$ cat src/rtl/decoder_grant_scheduler.sv
// Round-robin scheduler sharing one 2-to-4 decoder select path among four requesters.
// Registered one-hot grant/select/valid outputs; a hold limit bounds occupancy while others wait.
module decoder_grant_scheduler #(
    parameter int NUM_REQ  = 4,
    parameter int SEL_W    = 2,
    parameter int MAX_HOLD = 8,
    parameter int HOLD_W   = 4
) (
    input  logic               clk,
    input  logic               rst,
    input  logic               en,
    input  logic [NUM_REQ-1:0] req,
    output logic [NUM_REQ-1:0] gnt,
    output logic [SEL_W-1:0]   gnt_sel,
    output logic               gnt_valid,
    output logic [HOLD_W-1:0]  hold_cnt
);

    // state | meaning
    // IDLE  | no grant outstanding; next edge with a request picks a winner
    // BUSY  | gnt_sel holds the decoder; released on request drop or hold-limit preemption
    typedef enum logic {IDLE, BUSY} state_t;

    state_t             state;
    logic [SEL_W-1:0]   last_winner;
    logic [SEL_W-1:0]   winner;
    logic               found;
    logic [NUM_REQ-1:0] others;
    logic               release_now;

    // Rotating scan starting just past the previous winner; the previous winner is checked last.
    always_comb begin
        winner = last_winner;
        found  = 1'b0;
        for (int i = 1; i <= NUM_REQ; i++) begin
            if (!found && req[last_winner + SEL_W'(i)]) begin
                winner = last_winner + SEL_W'(i);
                found  = 1'b1;
            end
        end
    end

    always_comb begin
        others      = req & ~gnt;
        release_now = !req[gnt_sel] ||
                      ((hold_cnt == HOLD_W'(MAX_HOLD)) && (|others));
    end

    always_ff @(posedge clk or posedge rst) begin
        if (rst) begin
            state       <= IDLE;
            gnt         <= '0;
            gnt_sel     <= '0;
            gnt_valid   <= 1'b0;
            hold_cnt    <= '0;
            last_winner <= SEL_W'(NUM_REQ - 1);
        end else if (en) begin
            case (state)
                IDLE: begin
                    if (|req) begin
                        gnt       <= NUM_REQ'(1) << winner;
                        gnt_sel   <= winner;
                        gnt_valid <= 1'b1;
                        hold_cnt  <= HOLD_W'(1);
                        state     <= BUSY;
                    end
                end
                BUSY: begin
                    if (release_now) begin
                        gnt         <= '0;
                        gnt_valid   <= 1'b0;
                        last_winner <= gnt_sel;
                        hold_cnt    <= '0;
                        state       <= IDLE;
                    end else if (hold_cnt != HOLD_W'(MAX_HOLD)) begin
                        hold_cnt <= hold_cnt + 1'b1;
                    end
                end
                default: state <= IDLE;
            endcase
        end
    end

endmodule

$ cat config.mk
export PLATFORM = sky130hd
export DESIGN_NAME = decoder_grant_scheduler
export DESIGN_NICKNAME = d
export VERILOG_FILES = /design/src/rtl/decoder_grant_scheduler.sv
export SDC_FILE = /design/constraint.sdc
export NUM_CORES = 1
export LEC_CHECK = 0
export ABC_AREA = 1
export BUFFER_PORTS_ARGS = -buffer_cell sky130_fd_sc_hd__buf_2
export CAP_MARGIN = 20
export CORE_ASPECT_RATIO = 0.7
export CORE_UTILIZATION = 30
export DETAILED_ROUTE_END_ITERATION = 10
export PLACE_DENSITY = 0.56
export SETUP_SLACK_MARGIN = 0.1
export SLEW_MARGIN = 30
export SYNTH_ARGS = -nofsm -noshare
export SYNTH_HDL_FRONTEND = slang
export SYNTH_SLANG_ARGS = --single-unit
$ cat constraint.sdc
create_clock -name clk -period 2.1 [get_ports clk]
set_clock_uncertainty 0.2 [all_clocks]
set_input_delay 0.105 -clock clk [delete_from_list [all_inputs] [get_ports clk]]
set_output_delay 0.105 -clock clk [all_outputs]
set_load 0.02 [all_outputs]
Word level (Yosys, flattened, before mapping) --
Cells that the tools add are included.
Storage, ports and cells: register bits 14, input bits 7, output and inout port bits 11, word-level logic and storage cells 69
Operators by class: add/sub/neg operators 4, order comparisons 5, eq/ne operators 5, shift-type cells 1, multiplexer cells 30, bitwise operators 3, reduce and logical (&&, ||, !) cells 15
Operators with widths (number):
- 2-to-1 mux 4 bit | 5
- one-hot mux 4 bit (2 select lines) | 2
- < comparator 2 x 3 -> 1 bit, second input constant | 5
- 2-to-1 mux 1 bit | 12
- AND reduction 3 bit | 4
- binary-select mux 1 bit (select 2 bit) | 5
- 2-to-1 mux 2 bit | 4
- OR reduction 4 bit | 2
- adder 2 bit, second input constant | 2
- adder 4 x 1 -> 4 bit, second input constant | 1
- AND 4 bit | 1
- == test 4 bit, second input constant | 1
- logical AND 1 bit | 4
- zero test 1 bit | 4
- inequality test 4 bit, second input constant | 1
- NOT 4 bit | 1
- one-hot mux 1 bit (2 select lines) | 2
- << shifter 1 x 2 -> 4 bit, first input constant | 1
- inequality test 3 x 1 -> 1 bit, second input constant | 1
- adder 2 x 1 -> 2 bit, second input constant | 1
- inequality test 2 x 1 -> 1 bit, second input constant | 1
- inequality test 2 bit, second input constant | 1
- logical OR 1 bit | 1
- NOT 1 bit | 1

Depth between registers and ports, before layout --
Gate-level depths: netlist (run 1).
depth in word-level cells 16, gate-level depth with buffers 12, gate-level depth less buffers 12

Worst setup path after synthesis (run 1) --
Ideal clock, no wire load.
path type flip-flop to flip-flop, start point register last_winner[0], end point register gnt[2], setup time 0.116 ns, arrival 1.344 ns, required time 1.784 ns, setup slack 0.440 ns, stages on the path, launching flop included 13, path buffers 1, period minus slack after synthesis 1.660 ns, path through dfstp_2 buf_4 nand2_1 nand2_2 nand2_4 nand2_4 inv_2 nand3_2 nand3_1 nand2_2 inv_2 nand2_1 nand2_1
Between the ends: word-level cells in the longest chain between the ends 16, elaborated cells between the ends (all ways) 27, those cells by class add/sub (3); shift (1); mux (17); reduce/logical (6)
RTL lines:
- start, declared | line 25 | logic [SEL_W-1:0] last_winner;
- start signal, assigned | line 56 | last_winner <= SEL_W'(NUM_REQ - 1);
- start signal, assigned | line 72 | last_winner <= gnt_sel;
- adder 2 x 1 -> 2 bit | line 36, 37
- binary-select mux 1 bit (select 2 bit) | line 36 | if (!found && req[last_winner + SEL_W'(i)]) begin
- 2-to-1 mux 1 bit (implied by the code) | line 36
- 2-to-1 mux 1 bit | line 36
- zero test 1 bit | line 36
- logical AND 1 bit | line 36
- 2-to-1 mux 1 bit | line 36
- zero test 1 bit | line 36
- logical AND 1 bit | line 36
- 2-to-1 mux 1 bit | line 36
- zero test 1 bit | line 36
- logical AND 1 bit | line 36
- 2-to-1 mux 2 bit (*) | line 36
- << shifter 1 x 2 -> 4 bit (*) | line 61 | gnt <= NUM_REQ'(1) << winner;
- 2-to-1 mux 4 bit (*) | line 60 | if (|req) begin
- one-hot mux 4 bit (2 select lines) (*) | line 58 | case (state)
- end signal, assigned | line 61
- end, declared | line 13 | output logic [NUM_REQ-1:0] gnt,
Mark *: on every way between the ends. The rest lies on a longest branch, timed or not. The select of a mux whose other input is x is not followed. A chain may end at the register's enable or synchronous reset.

Worst setup path in the final report (run 1) --
start point register last_winner[0], end point register gnt[3]
Same word-level chain as after synthesis.

==> results.tsv, run 1 <==
metric	value	unit
status	completed	
number of flops mapped to enable cells by yosys	0	
Post-synth top flop	dfrtp_1	
drt via density	4.865	
DP Wirelength	1773	um
maxcap violations	0	
Antenna Violating Nets Remaining	0	
relative slew slack	62.49	%
Clock Latency Late Sink	250	ps
setup TNS	0	ps
via count	1012	
Cell Rows	17	
I/O pin cnt	18	
initial antenna violation count	0	
Detailed Route WL	2438	um
clk sinks	14	
sequential area share after synthesis	35.61	%
RSZ-0062 raised after global routing	true	
Root Buffer	clkbuf_8	
I/O Buffers	17	
storage element area	352.8	um^2
share of async-settable or async-resettable flops after synthesis	100.0	%
CP Cell Sequence	clkinvlp_4 -> nand2_2 -> nand2_2 -> nand2_4 -> nand2_4 -> inv_2 -> nand3_2 -> nand2_2 -> nand2_2 -> nor2_2 -> nand2_1 -> nand2_1	
Multi-input gate area	595.6	um^2
P per Cell Area	1474	nW/um^2
Hold Violations, Final	0	
DIE AREA	3541	um^2
critical path's slowest cell	dfstp_2	
VDD IR max	604.7	uV
crit path time final	1960	ps
cell area after synthesis	991.0	um^2
nets	180	
DRC Markers	0	
Netlist cell types	23	
CP dominant cell by count	nand2_2	
max incr delay on CP	600	ps
Worst Path Arrival	1940	ps
layout cells sized above 1	32.94	%
CP Capture Type	register	
DR pass1 iterations	4	
worst-margin pin slew	562.0	ps
syn_nets	151	
Design Power	1871	uW
H-tree levels	1	
DIE WIDTH	70.70	um
leading cell type in the layout, fill and taps excluded	nand2_1	
Startpoint Class	register	
Die H	50.09	um
gr usage total	14.69	%
CP max FO	8	
global-route wire length before repair	4008	um
WS Path Type	reg -> reg	
worst hold slack	207.2	ps
syn_area_per_cell	6.979	um^2
GRT overflow	0	
most frequent cells in the layout	50 x nand2_1, 17 x buf_2, 13 x inv_1	
largest net degree at the start of global routing	15	
CTS tree	done	
dpl cell area	1131	um^2
synth warn	0	
DR iter-0 viols	28	
flops & latches, synth	14	
RePlAce Congestion	0.8647	
Starting Density	31.48	%
number of global-route vias before repair	929	
core box area	3148	um^2
WL per Instance	11.72	um
n_diodes	0	
# setup viols final	0	
Clock Pin Slew Worst Setup and Hold Paths	60	ps
final instance area	1269	um^2
fmax	0.5102	GHz
Fill cells	330	
Crit path max-delay family	simple AND/OR/NAND/NOR gates	
Max Root-Sink Buffers	2	
Slew Limit Fails	0	
worst path bufs/invs	2	
CTS Buf Count	3	
Area Growth Syn to Fin	28.03	%
Synth Instances	142	
type of the tightest min-delay check	in -> reg	
period utilization	93.33	%
Critical Path RT	2080	ps
Pleak	0.0006943	uW
[per-layer routing]
metal  track usage [%]  part of all wire, %
met3             5.726                  5.5
met4             4.333                 0.86
met5                 0                    0
met1             19.17                   48
met2             22.44                   45
[tightest hold or removal path, stage by stage]
cell and delay, ps:
buf_2 120, inv_1 90, nand4_1 130, nand2_1 100, a21oi_1 70
[cells by family (layout without fill, tap and decap cells)]
logic type	after synthesis	after routing	share of synthesized area (%)
simple gates	88	88	42.93
compound gates	18	18	9.974
buf+inv	18	46	7.197
flops	14	14	35.61
fa+ha+maj	2	2	2.525
xor+xnor	2	2	1.768
[final timing paths]
path | startpoint | to | slack (ps) | cells after the start
worst max register to register | last_winner[0] | gnt[3] | 140 | 12
worst max-delay path | last_winner[0] | gnt[3] | 140 | 12
worst min-delay path | req[0] | state | 210 | 5
min in group asynchronous | rst | gnt_sel[1] | 250 | 3
worst min register to register | gnt_valid | gnt_valid | 280 | 2
max in group asynchronous | rst | hold_cnt[3] | 1070 | 3
[report_power, final]
part           internal (uW)  switching, uW
combinational            389            697
clock                    166           97.0
sequential               385            137
total                    940            930
[layout make-up]
type	instances	share of cell area [%]
tap	38	3.748
clock buffer	4	4.339
sequential	14	27.81
timing repair buffer	25	11.83
inverter	17	5.325
multi-input combinational	110	46.94
[sequential cells by signal (all words and copies together), names as in the netlist]
register	flops
gnt_sel	2
gnt	4
state	1
last_winner	2
hold_cnt	4
gnt_valid	1
[what timing repair did]
item | 4_1_cts | 5_1_grt
hold endpoints to repair | 13 | 0
buffers inserted | 0 | 4
hold buffers | 2 | 0
endpoints found under the setup margin | 0 | 4
gates resized for setup | 0 | 10
[Yosys cell counts, types with 3 or more instances]
master / instances / share of area (%)
nand2_2: 7 / 4.4
inv_1: 14 / 5.3
nand2_4: 4 / 4.5
o21ai_0: 7 / 3.5
nand2_1: 56 / 21
inv_2: 3 / 1.1
nand3_1: 11 / 5.6
nand4_1: 4 / 2.5
a21oi_1: 5 / 2.5
dfrtp_1: 12 / 30
[per-stage QoR]
stage               instances  worst slack, ps  util (%)
global route              208            32.03     40.30
finish                    208            140.2     40.30
floorplan                 142            440.0         -
CTS                       204            224.9     38.31
global placement          198            293.5     35.93
detailed placement        198            234.1     35.93
No activity file was read; power rests on OpenSTA's default activity.
==> inputs of run 2 (changes only) <==
- ABC_AREA: 1 -> default
- BUFFER_PORTS_ARGS: -buffer_cell sky130_fd_sc_hd__buf_2 -> -buffer_cell sky130_fd_sc_hd__buf_4
==> results.tsv, run 2 <==
metric	value	unit
DP Wirelength	1556	um
number of global-route vias before repair	716	
via count	749	
worst-margin pin slew	542.7	ps
number of flops mapped to enable cells by yosys	0	
XOR/XNOR Fraction of Synth Area	0.9247	%
top post-synthesis cells by area	dfrtp_1 32%, dfstp_2 5.5%, nand2_1 4.4%	
Hold Violations, Final	0	
crit path time final	1919	ps
Clock Latency Late Sink	250	ps
maxcap violations	0	
Synth top area share	31.70	%
Starting Density	32.63	%
core utilization of the finished layout	40.09	%
DR iter-0 viols	24	
Crit path max-delay family	compound AO/OA/AOI/OAI gates	
Pleak	0.0005333	uW
RePlAce Congestion	0.7913	
drt via density	5.130	
Die H	49.01	um
initial antenna violation count	0	
area share of fa/ha/maj cells after synthesis	2.642	%
largest family of logic cells by synthesized area	compound AO/OA/AOI/OAI gates	
Clk pwr share	16.8	%
Post-synth top flop	dfrtp_1	
Switching Fraction	41.25	%
period utilization	91.38	%
Antenna Violating Nets Remaining	0	
# setup viols final	0	
CP Cell Sequence	mux2_1 -> a2bb2oi_2 -> a21boi_4 -> buf_4 -> o21ai_0	
clk sinks	14	
CP max FO	7	
status	completed	
Netlist cell types	46	
DIE WIDTH	69.16	um
synth warn	0	
Worst Path Arrival	1830	ps
Finished Layout Cells	146	
cell area after synthesis	947.2	um^2
type of the tightest min-delay check	in -> reg	
CP Capture Type	register	
GRT overflow	0	
leading cell type in the layout, fill and taps excluded	buf_4	
Critical Path RT	2010	ps
DIE AREA	3390	um^2
syn_nets	101	
DR pass1 iterations	4	
WS Path Type	reg -> reg	
RSZ-0062 raised after global routing	true	
post-synthesis mux area share	10.30	%
critical path's slowest cell	dfrtp_1	
most frequent cells in the layout	18 x buf_4, 12 x dfrtp_1, 11 x nand2_1	
Max Root-Sink Buffers	2	
gr usage total	13.59	%
I/O Buffers	17	
Simple-Gate Fraction of Synth Area	21.14	%
setup TNS	0	ps
Reg power frac	36.4	%
P per Cell Area	1340	nW/um^2
share of async-settable or async-resettable flops after synthesis	100.0	%
cell-internal power	916.3	uW
Startpoint Class	register	
global-route wire length before repair	3567	um
largest net degree at the start of global routing	17	
core box area	2903	um^2
placed insts	141	
compound-gate portion of the synthesized area	22.06	%
WL per Instance	14.50	um
NetSw	643.4	uW
Detailed Route WL	2117	um
layout cells sized above 1	30.91	%
Clock Pin Slew Worst Setup and Hold Paths	60	ps
Slew Limit Fails	0	
CTS tree	done	
combinational cell fraction of total power	46.8	%
Cell Rows	16	
fmax	0.5211	GHz
Fill cells	284	
Area Growth Syn to Fin	22.85	%
relative slew slack	63.78	%
most common library cells after synthesis	12 x dfrtp_1, 11 x nand2_1, 5 x inv_1, 5 x nor2b_1, 4 x o32ai_1	
syn_area_per_cell	10.30	um^2
max incr delay on CP	480	ps
worst path bufs/invs	1	
CTS Buf Count	3	
Root Buffer	clkbuf_8	
sequential area share after synthesis	37.25	%
Synth Instances	92	
largest registers	gnt (4), hold_cnt (4)	
VDD IR max	633.2	uV
largest area contributor in the netlist	dfrtp_1	
flops & latches, synth	14	
count leader, synth	dfrtp_1	
I/O pin cnt	18	
DRC Markers	0	
H-tree levels	1	
nets	120	
postcts setup bufs	0	
n_diodes	0	
## run 2: cells by family after synthesis
family | Yosys count
AND/OR/NAND/NOR | 33
AO/OA/AOI/OAI | 25
flip-flops | 14
buffers and inverters | 10
multiplexers | 7
adder cells (fa/ha/maj) | 2
XOR/XNOR | 1
## run 2: final timing paths
kind	from	endpoint	slack, ps	depth (start not counted)
max in group asynchronous	rst	last_winner[1]	1070	3
hold / removal	req[2]	gnt_sel[1]	80	3
setup reg to reg	gnt_sel[1]	gnt_valid	180	5
hold reg to reg	gnt_valid	gnt_valid	360	2
min in group asynchronous	rst	hold_cnt[1]	260	3
setup / recovery	gnt_sel[1]	gnt_valid	180	5
## run 2: tightest hold or removal path, cell delays in order
cell	delay (ps)
buf_4	120
o31ai_1	110
o21ai_0	150
## run 2: layer usage
metal  GRT usage, %  wire length (um)  up-vias
met3          3.926                80        4
li1               -                 -      379
met2          16.99               854       12
met4          5.782                28        0
met5              0                 0        -
met1          20.95              1154      354
## run 2: repair_timing
action,CTS,global route
hold buffers,1,0
hold endpoints to repair,12,0
endpoints found under the setup margin,0,5
resized for setup,0,1
## run 2: cell type report
type | instances | area (um^2) | area share (%)
Multi-Input combinational cell | 68 | 546.8 | 46.99
Sequential cell | 14 | 352.8 | 30.32
Timing Repair Buffer | 19 | 145.1 | 12.47
Clock buffer | 4 | 55.05 | 4.731
Tap cell | 36 | 45.04 | 3.871
Inverter | 5 | 18.77 | 1.613
## run 2: per-stage QoR
step | power [uW] | hold WS (ps) | instance area, um^2 | setup slack, ps
2_1_floorplan | 1042 | -207.2 | 947.2 | 163.9
3_3_place_gp | 1288 | -12.85 | 1092 | 234.9
3_5_place_dp | 1291 | -13.80 | 1092 | 209.5
4_1_cts | 1567 | 66.60 | 1157 | 194.5
5_1_grt | 1675 | 95.55 | 1164 | 97.60
6_report | 1560 | 75.22 | 1164 | 181.0
## run 2: power groups by stage
stage / Combinational [uW] / Clock (uW) / Sequential [uW]
floorplan: 452 / 0 / 590
global placement: 721 / 0 / 567
detailed placement: 720 / 0 / 571
CTS: 725 / 275 / 568
global route: 796 / 285 / 594
finish: 729 / 263 / 568
==> inputs of run 3 (changes only) <==
- ABC_AREA: default -> 1
- CTS_CLUSTER_SIZE: default -> 28
- SKIP_LAST_GASP: default -> 1
==> results.tsv, run 3 (synthesized netlist as in run 1, its figures left out) <==
metric	value	unit
status	completed	
drt via density	4.812	
Worst Path Arrival	1890	ps
Hold Violations, Final	0	
leading cell type in the layout, fill and taps excluded	nand2_1	
global-route wire length before repair	4112	um
type of the tightest min-delay check	in -> reg	
Detailed Route WL	2373	um
I/O pin cnt	18	
core box area	3148	um^2
most frequent cells in the layout	49 x nand2_1, 22 x buf_4, 13 x inv_1, 13 x nand2_2, 12 x dfrtp_1	
placed insts	198	
I/O Buffers	17	
Root Buffer	clkbuf_8	
CP Capture Type	register	
Die H	50.09	um
period utilization	92.56	%
setup TNS	0	ps
Antenna Violating Nets Remaining	0	
Pleak	0.0006958	uW
CTS Buf Count	3	
gr usage total	14.92	%
layout cells sized above 1	33.14	%
Design Power	1905	uW
largest registers	gnt (4), hold_cnt (4)	
maxcap violations	0	
n_diodes	0	
DR pass1 iterations	4	
relative slew slack	64.07	%
DR iter-0 viols	48	
RePlAce Congestion	0.8442	
DIE WIDTH	70.70	um
WS Path Type	reg -> reg	
Cell Rows	17	
clk sinks	14	
RSZ-0062 raised after global routing	true	
H-tree levels	1	
Critical Path RT	2040	ps
Area Growth Syn to Fin	31.31	%
DP Wirelength	1859	um
top sig layer	met4	
Slew Limit Fails	0	
Starting Density	31.48	%
DRC Markers	0	
# setup viols final	0	
nets	179	
crit path time final	1944	ps
Startpoint Class	register	
fmax	0.5145	GHz
initial antenna violation count	0	
Max Root-Sink Buffers	2	
P per Cell Area	1464	nW/um^2
largest net degree at the start of global routing	15	
Clock Pin Slew Worst Setup and Hold Paths	60	ps
GRT overflow	0	
Clock Latency Late Sink	250	ps
Finished Layout Cells	207	
DIE AREA	3541	um^2
VDD IR max	592.3	uV
WL per Instance	11.46	um
CTS tree	done	
met3 WL post-DR	97	um
CP max FO	8	
worst-margin pin slew	538.4	ps
met2 routed WL	1006	um
met1 wire length	1242	um
via count	996	
number of global-route vias before repair	912	
run 3: area by class of cell:
type	instances	area, um^2
Fill cell	345	1847
Multi-Input combinational cell	110	593.1
Sequential cell	14	352.8
Timing Repair Buffer	24	185.2
Inverter	17	67.56
Clock buffer	4	55.05
Tap cell	38	47.55
run 3: stage by stage:
stage | area, um^2 | setup slack, ps | hold slack (ps) | util, %
6_report | 1301 | 156.3 | 170.2 | 41.34
5_1_grt | 1301 | 28.84 | 256.1 | 41.34
4_1_cts | 1249 | 221.2 | 157.7 | 39.67
3_5_place_dp | 1174 | 235.0 | -5.259 | 37.28
3_3_place_gp | 1174 | 294.9 | -6.512 | 37.28
2_1_floorplan | 991.0 | 440.0 | -207.2 | -
run 3: metal layers:
| layer | up-vias | GRT usage, % |
|---|---|---|
| li1 | 510 | - |
| met5 | - | 0 |
| met3 | 4 | 4.703 |
| met2 | 20 | 21.96 |
| met4 | 0 | 2.667 |
| met1 | 462 | 21.48 |
run 3: worst paths after layout:
path / depth (start not counted) / slack (ps) / from / to
setup / recovery: 11 / 160 / last_winner[0] / gnt[3]
min in group asynchronous: 3 / 250 / rst / gnt[0]
hold reg to reg: 2 / 280 / gnt_valid / gnt_valid
hold / removal: 5 / 170 / req[2] / state
max in group asynchronous: 3 / 1080 / rst / last_winner[0]
setup reg to reg: 11 / 160 / last_winner[0] / gnt[3]
run 3: worst max-delay path, cell delays in order (launching register included):
cell and delay (ps):
dfstp_2 610, clkinvlp_4 210, nand2_2 100, nand2_2 90, nand2_4 90, nand2_4 70
nor2_4 90, nand3_2 90, nand2_2 100, nor2_2 40, nand2_1 90, nand2_1 60
run 3: report_power, final:
part           switching [uW]  internal, uW  leakage, uW  total (uW)
registers                 140           385     0.000177         525
logic                     688           422     0.000490        1110
clock network             103           166    0.0000288         269
total                     931           974     0.000696        1900
run 3: what timing repair did:
| action | 4_1_cts | 5_1_grt |
|---|---|---|
| hold buffers | 2 | 0 |
| endpoints found under the hold margin | 15 | 0 |
| setup buffers | 0 | 3 |
| gates resized for setup | 0 | 10 |
| setup endpoints to repair | 0 | 2 |
